`src/rtl/match_scoreboard.sv`:
```
`default_nettype none
// +----------------------------------------------------------------------+
// | Module      : match_scoreboard                                       |
// | Description : Multi-player series scoreboard. Counts rising edges of |
// |               per-player game-won levels into saturating scores,     |
// |               detects the series end at WIN_TARGET and reports the   |
// |               current unique leader.                                 |
// |               Optional draw counter: define SCOREBOARD_DRAW_EN.      |
// | Revision    : 1.0 - initial release                                  |
// +----------------------------------------------------------------------+
module match_scoreboard #(
  parameter int N_PLAYERS  = 2,
  parameter int SCORE_W    = 6,
  parameter int WIN_TARGET = 5,
  localparam int IDX_W     = (N_PLAYERS > 1) ? $clog2(N_PLAYERS) : 1
) (
  input  logic                           clk,
  input  logic                           reset,
  input  logic [N_PLAYERS-1:0]           inc,
  input  logic                           draw_inc,
  input  logic                           clear,
  output logic [N_PLAYERS*SCORE_W-1:0]   score,
  output logic [IDX_W-1:0]               leader,
  output logic                           leader_valid,
  output logic                           match_over,
  output logic [IDX_W-1:0]               winner,
  output logic                           tie_finish
`ifdef SCOREBOARD_DRAW_EN
  ,
  output logic [SCORE_W-1:0]             draws
`endif
);

  localparam logic [SCORE_W-1:0] c_score_max = '1;

  logic [N_PLAYERS-1:0]         inc_q, inc_d;
  logic [N_PLAYERS*SCORE_W-1:0] score_q, score_d;
  logic                         match_over_q, match_over_d;
  logic [IDX_W-1:0]             winner_q, winner_d;
  logic                         tie_finish_q, tie_finish_d;

  logic [N_PLAYERS-1:0]         w_rise;
  logic                         w_any_hit;
  logic                         w_multi_hit;
  logic [IDX_W-1:0]             w_hit_idx;
  logic [SCORE_W-1:0]           w_top;
  logic [IDX_W-1:0]             w_top_idx;
  logic                         w_top_shared;

  // Edge detect, saturating score update and series-end detection
  always_comb begin
    inc_d        = inc;
    w_rise       = inc & ~inc_q;
    score_d      = score_q;
    match_over_d = match_over_q;
    winner_d     = winner_q;
    tie_finish_d = tie_finish_q;
    w_any_hit    = 1'b0;
    w_multi_hit  = 1'b0;
    w_hit_idx    = '0;
    if (clear) begin
      score_d      = '0;
      match_over_d = 1'b0;
      winner_d     = '0;
      tie_finish_d = 1'b0;
    end else if (!match_over_q) begin
      for (int i = 0; i < N_PLAYERS; i++) begin
        if (w_rise[i] && (score_q[i*SCORE_W +: SCORE_W] != c_score_max)) begin
          score_d[i*SCORE_W +: SCORE_W] = score_q[i*SCORE_W +: SCORE_W] + SCORE_W'(1);
        end
      end
      if (WIN_TARGET != 0) begin
        // Walk downwards so the lowest hitting index is the one kept
        for (int i = N_PLAYERS - 1; i >= 0; i--) begin
          if (32'(score_d[i*SCORE_W +: SCORE_W]) == 32'(WIN_TARGET)) begin
            if (w_any_hit) begin
              w_multi_hit = 1'b1;
            end
            w_any_hit = 1'b1;
            w_hit_idx = IDX_W'(i);
          end
        end
        if (w_any_hit) begin
          match_over_d = 1'b1;
          winner_d     = w_hit_idx;
          tie_finish_d = w_multi_hit;
        end
      end
    end
  end

  // Leader is the strictly highest score, derived straight from the registers
  always_comb begin
    w_top        = score_q[0 +: SCORE_W];
    w_top_idx    = '0;
    w_top_shared = 1'b0;
    for (int i = 1; i < N_PLAYERS; i++) begin
      if (score_q[i*SCORE_W +: SCORE_W] > w_top) begin
        w_top        = score_q[i*SCORE_W +: SCORE_W];
        w_top_idx    = IDX_W'(i);
        w_top_shared = 1'b0;
      end else if (score_q[i*SCORE_W +: SCORE_W] == w_top) begin
        w_top_shared = 1'b1;
      end
    end
    leader_valid = !w_top_shared;
    leader       = w_top_shared ? '0 : w_top_idx;
  end

  // Inputs captured as all-ones in reset so levels already high never count
  always_ff @(posedge clk) begin
    if (!reset) begin
      inc_q        <= '1;
      score_q      <= '0;
      match_over_q <= 1'b0;
      winner_q     <= '0;
      tie_finish_q <= 1'b0;
    end else begin
      inc_q        <= inc_d;
      score_q      <= score_d;
      match_over_q <= match_over_d;
      winner_q     <= winner_d;
      tie_finish_q <= tie_finish_d;
    end
  end

  assign score      = score_q;
  assign match_over = match_over_q;
  assign winner     = winner_q;
  assign tie_finish = tie_finish_q;

`ifdef SCOREBOARD_DRAW_EN
  logic               draw_q, draw_d;
  logic [SCORE_W-1:0] draws_q, draws_d;

  // Draw counter: same edge, saturation and freeze behaviour as the scores
  always_comb begin
    draw_d  = draw_inc;
    draws_d = draws_q;
    if (clear) begin
      draws_d = '0;
    end else if (!match_over_q && draw_inc && !draw_q && (draws_q != c_score_max)) begin
      draws_d = draws_q + SCORE_W'(1);
    end
  end

  // Draw edge register and counter state
  always_ff @(posedge clk) begin
    if (!reset) begin
      draw_q  <= 1'b1;
      draws_q <= '0;
    end else begin
      draw_q  <= draw_d;
      draws_q <= draws_d;
    end
  end

  assign draws = draws_q;
`else
  logic w_unused_draw_inc;
  assign w_unused_draw_inc = draw_inc;
`endif

endmodule
`default_nettype wire
```
`config.mk`:
```
export PLATFORM = sky130hd
export DESIGN_NAME = match_scoreboard
export DESIGN_NICKNAME = d
export VERILOG_FILES = /design/src/rtl/match_scoreboard.sv
export SDC_FILE = /design/constraint.sdc
export NUM_CORES = 1
export LEC_CHECK = 0
export ABC_AREA = 1
export BUFFER_PORTS_ARGS = -buffer_cell sky130_fd_sc_hd__buf_2
export CAP_MARGIN = 20
export CELL_PAD_IN_SITES_DETAIL_PLACEMENT = 1
export CELL_PAD_IN_SITES_GLOBAL_PLACEMENT = 1
export CORE_MARGIN = 4
export CORE_UTILIZATION = 35
export DETAILED_ROUTE_END_ITERATION = 16
export PLACE_DENSITY_LB_ADDON = 0.25
export SYNTH_ARGS = -nofsm -noshare
export SYNTH_HDL_FRONTEND = slang
export SYNTH_SLANG_ARGS = --single-unit
```
`constraint.sdc`:
```
create_clock -name clk -period 1.98 [get_ports clk]
set_input_delay 0.099 -clock clk [delete_from_list [all_inputs] [get_ports clk]]
set_output_delay 0.099 -clock clk [all_outputs]
set_load 0.005 [all_outputs]
```
==> After elaboration in Yosys (flattened, before gate mapping) <==
Cells that the tools add are included.
W data, S select, Z words.
{ "op_classes": {"n_addsub": 2, "n_lt_le_gt_ge": 1, "n_eq_ne": 5, "mux": 21, "bitwise_logic": 4, "n_reduce_logical": 5} }
{ "ops": {"columns": ["op", "n"], "rows": [
  ["$mux W6", 6],
  ["$mux W1", 15],
  ["$add A6 B1 Y6 const B", 2],
  ["$eq A6 B3 Y1 const B", 2],
  ["$ne A6 B6 Y1 const B", 2],
  ["$eq A6 B6 Y1", 1],
  ["$gt A6 B6 Y1", 1],
  ["$and A2 B2 Y2", 1],
  ["$logic_and A1 B1 Y1", 2],
  ["$not A1 Y1", 2],
  ["$not A2 Y2", 1],
  ["$reduce_and A2 Y1", 1],
  ["$reduce_or A2 Y1", 1],
  ["$logic_not A1 Y1", 1]
]} }
{ "word_totals": {"register_bits": 17, "inputBits": 6, "out_inout_bits": 17, "word_cells": 43} }

==> Logic depth before layout (Yosys ltp) <==
{ "logic_depth": {"depth_word": 15, "ltp_mapped": 14, "mapped_depth_nobuf": 14} }

==> Least setup slack after synthesis <==
OpenSTA, ideal clock, no wires.
{ "synth_path": {"path_type": "flip-flop to flip-flop", "startpoint": "register score_q[7] (netlist: score[7])", "endpoint": "register tie_finish_q (netlist: tie_finish)", "arrival_time_ns": 1.403, "required_ns": 1.861, "slack_ns": 0.458, "stages_incl_launch_ff": 11, "path_buffers": 0, "cell_sequence": "dfxtp_1 > ha_1 > nand2_4 > nor2_1 > nor2_1 > nand2_1 > nand2_1 > nor2_2 > nand3_2 > nand3_1 > a21oi_2"} }
{ "synth_between": {"elab_chain_len": 13} }
{ "synth_lines": {"columns": ["item", "line", "text"], "rows": [
  ["from (decl)", "37", "logic [N_PLAYERS*SCORE_W-1:0] score_q, score_d;"],
  ["from (signal assigned)", "120", "score_q <= score_d;"],
  ["parallel branches: the longest is 2 deep, another holds $add A6 B1 Y6", null, null],
  ["$mux W6 *", "68", "if (w_rise[i] && (score_q[i*SCORE_W +: SCORE_W] != c_score_max)) begin"],
  ["$mux W6 *", "66", "end else if (!match_over_q) begin"],
  ["$mux W6 *", "61", "if (clear) begin"],
  ["$eq A6 B3 Y1 *", "75", "if (32'(score_d[i*SCORE_W +: SCORE_W]) == 32'(WIN_TARGET)) begin"],
  ["$mux W1 *", "75", null],
  ["$mux W1 *", "66", null],
  ["$mux W1 *", "61", null],
  ["$mux W1", "75", null],
  ["$mux W1", "66", null],
  ["$mux W1", "61", null],
  ["$reduce_and A2 Y1 (no source line)", null, null],
  ["to (signal assigned)", "123", "tie_finish_q <= tie_finish_d;"],
  ["to (decl)", "40", "logic tie_finish_q, tie_finish_d;"]
]} }
Mark *: on every way between the ends. The select of a mux whose other input is x is not followed.
A chain may end at the register's enable or synchronous reset.

==> Worst setup path in the final report <==
{ "layout_path": {"startpoint": "register score_q[3] (netlist: score[3])", "endpoint": "output leader"} }
{ "layout_between": {"elab_chain_len": 4} }
{ "layout_lines": {"columns": ["item", "line", "text"], "rows": [
  ["parallel branches: the longest is 3 deep, another holds $gt A6 B6 Y1", null, null],
  ["$mux W1 *", "107", "leader = w_top_shared ? '0 : w_top_idx;"],
  ["to (decl)", "23", "output logic [IDX_W-1:0] leader,"]
]} }
Mark *: on every way between the ends.

==> reports/summary.txt <==
Hold Vio Cnt, Final = 0
crit path kind = reg2out
Clock Sinks = 17
Placed Area = 1490 µm²
Area growth syn-to-layout = 18.1%
crit path time final = 1.80 ns
outcome = finished, final reports clean
Simple-Gate Fraction of Synth Area = 40.8%
CTS tree = yes
Top Ports = 23
setup TNS = 0 ns
Synth Cell Area = 1310 µm²
Critical-path top delay cell = dfxtp_1
Top delay family on crit path = flip-flops
Synth Area in Compound Gates = 14.3%
relative slew slack = 69.9%
Synth Area per Inst = 6.50 µm²
slowest stage delay, CP = 0.43 ns
vias per cell = 4.73
worst hold path depth = 2
share of the synthesized area in the top cell type = 26.1%
first-pass GRT wire length = 5780 µm
Setup Viol. Count Final = 0
hpwl dp = 2770 µm
Leakage = 0.825 nW
Antenna diodes = 0
CTS Hold Buffers Added = 0
layout cells sized above 1 = 27.6%
WL final = 3440 µm
Die W = 69.1 µm
Design Area, Final = 1540 µm²
largest family of logic cells by synthesized area = simple AND/OR/NAND/NOR gates
Setup crit end kind = primary output
Routability Congestion = 0.814
H-tree Lvls = 1
type of origin of the critical path = flip-flop
FFs w/ async S/R, synth = 0%
Post-Synthesis Cells = 201
via count = 1,295
worst slew pin tran = 0.451 ns
HP Start = reset
Final ANT Viol Nets = 0
synth top area cells = dfxtp_1, nand2_1, inv_1
reg2reg end = tie_finish
unrepaired setup endpoints after global routing = false
Reg2Reg Setup Slack = 0.31 ns
most common cell in the netlist = nand2_1
most area-hungry cell type in the Yosys netlist = dfxtp_1
CP cell instances = inv_2 -> ha_1 -> nand2_1 -> nor2_2 -> a21oi_1 -> o21ai_0 -> o21a_1 -> buf_2
Post-Syn Nets = 215
most frequent cells after synthesis = nand2_1, inv_1, dfxtp_1, nand3_1, a21oi_1
Synth Area in XOR/XNOR = 0%
Peak Freq = 0.554 GHz
deepest clock path buffer count = 2
Crit path arrival time = 1.71 ns
period utilization = 91.1%
worst reg2reg path depth = 11
EDFF count, synth = 0
clk_skew = 0.00490 ns
Nets = 243
Main synth FF type = dfxtp_1
vias in the first global route = 1,240
Worst Hold Endpoint = inc_q[1]
worst vdd ir = 0.000357 V
row count = 21
Synth warnings = 0
DR WL/cell = 12.5 µm
R2R Path Start = score[1]
WP data required = 1.88 ns
Root Buffer Master = clkbuf_8
initial antenna violation count = 0
Power Density = 436 nW/µm²
clk slew on worst S/H paths = 0.08 ns
#FFs+latches synth = 17
port bufs = 21
WP buf/inv = 2
worst-path maximum fanout = 6
worst skew pair latency = 0.25 ns
Die Y = 69.1 µm
TritonRoute pass-1 iters = 4
GRT Overall Usage = 14.6%
sequential element share of the synthesized area = 26.1%
pin count of the biggest net entering global routing = 16
maxcap violations = 0
number of remaining DRC errors = 0
TritonCTS Buffers = 3
Core Footprint = 3470 µm²
Congestion Overflow GR = 0
Initial Utilization = 37.7%
Worst Hold Class = in2reg
mux cell area share after synthesis = 0%
drt first-iter violations = 59
Synth Area in Adders = 7.66%
post-synthesis cell type count = 25
Slew Limit Fails = 0
Die Footprint = 4770 µm²
## how the worst max path moves through the flow
stage / startpoint / to / slack, ns / cells past startpoint
2_1_floorplan: score[7] / tie_finish / 0.46 / 10
3_3_place_gp: score[1] / tie_finish / 0.35 / 10
3_5_place_dp: score[1] / tie_finish / 0.31 / 11
4_1_cts: score[4] / leader / 0.10 / 8
5_1_grt: score[3] / leader / 0.01 / 8
6_report: score[3] / leader / 0.18 / 8
## what timing repair did
action	in CTS	in global routing
endpoints found under the setup margin	0	1
gates resized for setup	0	3
endpoints found under the hold margin	0	0
setup buffers	0	0
## final cells by class
| type | count | area (µm²) |
|---|---|---|
| multi-input cells | 145 | 822 |
| clock inverters | 1 | 5.00 |
| well taps | 46 | 57.6 |
| repair buffers | 25 | 135 |
| flip-flops and latches | 17 | 343 |
| inverters | 37 | 139 |
| clock buffers | 3 | 41.3 |
| fillers | 508 | 1930 |
## worst register-to-register path, cell delays in order, from the launching register on
cell,delay (ns)
dfxtp_1,0.44
ha_1,0.23
nand2_2,0.09
nor2_1,0.14
nand3_1,0.09
nand2_1,0.07
nand2_1,0.08
clkinv_1,0.05
nand3_1,0.07
nor2_2,0.14
nand3_2,0.09
a21oi_2,0.12
## through the flow
| stage | setup WS [ns] | hold slack, ns | total power [W] | utilization (%) | instances |
|---|---|---|---|---|---|
| after detailed placement | 0.313 | 0.297 | 0.000411 | 43.0 | 270 |
| after CTS | 0.104 | 0.0285 | 0.000680 | 44.3 | 274 |
| final | 0.176 | 0.0256 | 0.000673 | 44.5 | 274 |
| after global routing | 0.0127 | 0.0431 | 0.000704 | 44.5 | 274 |
| after global placement | 0.348 | 0.289 | 0.000410 | 43.0 | 270 |
| after floorplan | 0.458 | 0.168 | 0.000390 | - | 201 |
## flip-flops by register name (all words and copies together), names as in the netlist
signal	count
winner	1
match_over	1
score	12
inc_q	2
tie_finish	1
## power breakdown
group / switching [W] / leakage [nW] / total [W] / internal [W]
sequential: 0.00000300 / 0.139 / 0.000348 / 0.000345
combinational: 0.0000331 / 0.661 / 0.0000542 / 0.0000212
clock: 0.000131 / 0.0255 / 0.000271 / 0.000140
## placed cells by master, fill, tap and decap left out, types with 2 or more instances in the layout
cell type / n
nand2_1: 48
inv_1: 32
buf_2: 21
nand3_1: 17
dfxtp_1: 15
a21oi_1: 14
o21ai_0: 13
nor2_1: 10
nand2_2: 8
ha_1: 8
nor2_2: 7
nand3_2: 5
buf_4: 4
inv_2: 3
nor2_4: 3
clkbuf_8: 3
o211ai_1: 2
nand4_1: 2
clkinv_1: 2
dfxtp_2: 2
## layer usage
metal	global-route usage (%)	wire [µm]
met2	23.3	1510
met3	1.60	106
met1	20.9	1810
met5	0	0
met4	3.25	14
## logic make-up (layout without fill, tap and decap cells)
group	after synthesis	after routing
compound gates	33	33
fa+ha+maj	8	8
buf+inv	39	66
flops	17	17
simple gates	104	104
(Power assumes the default switching activity.)
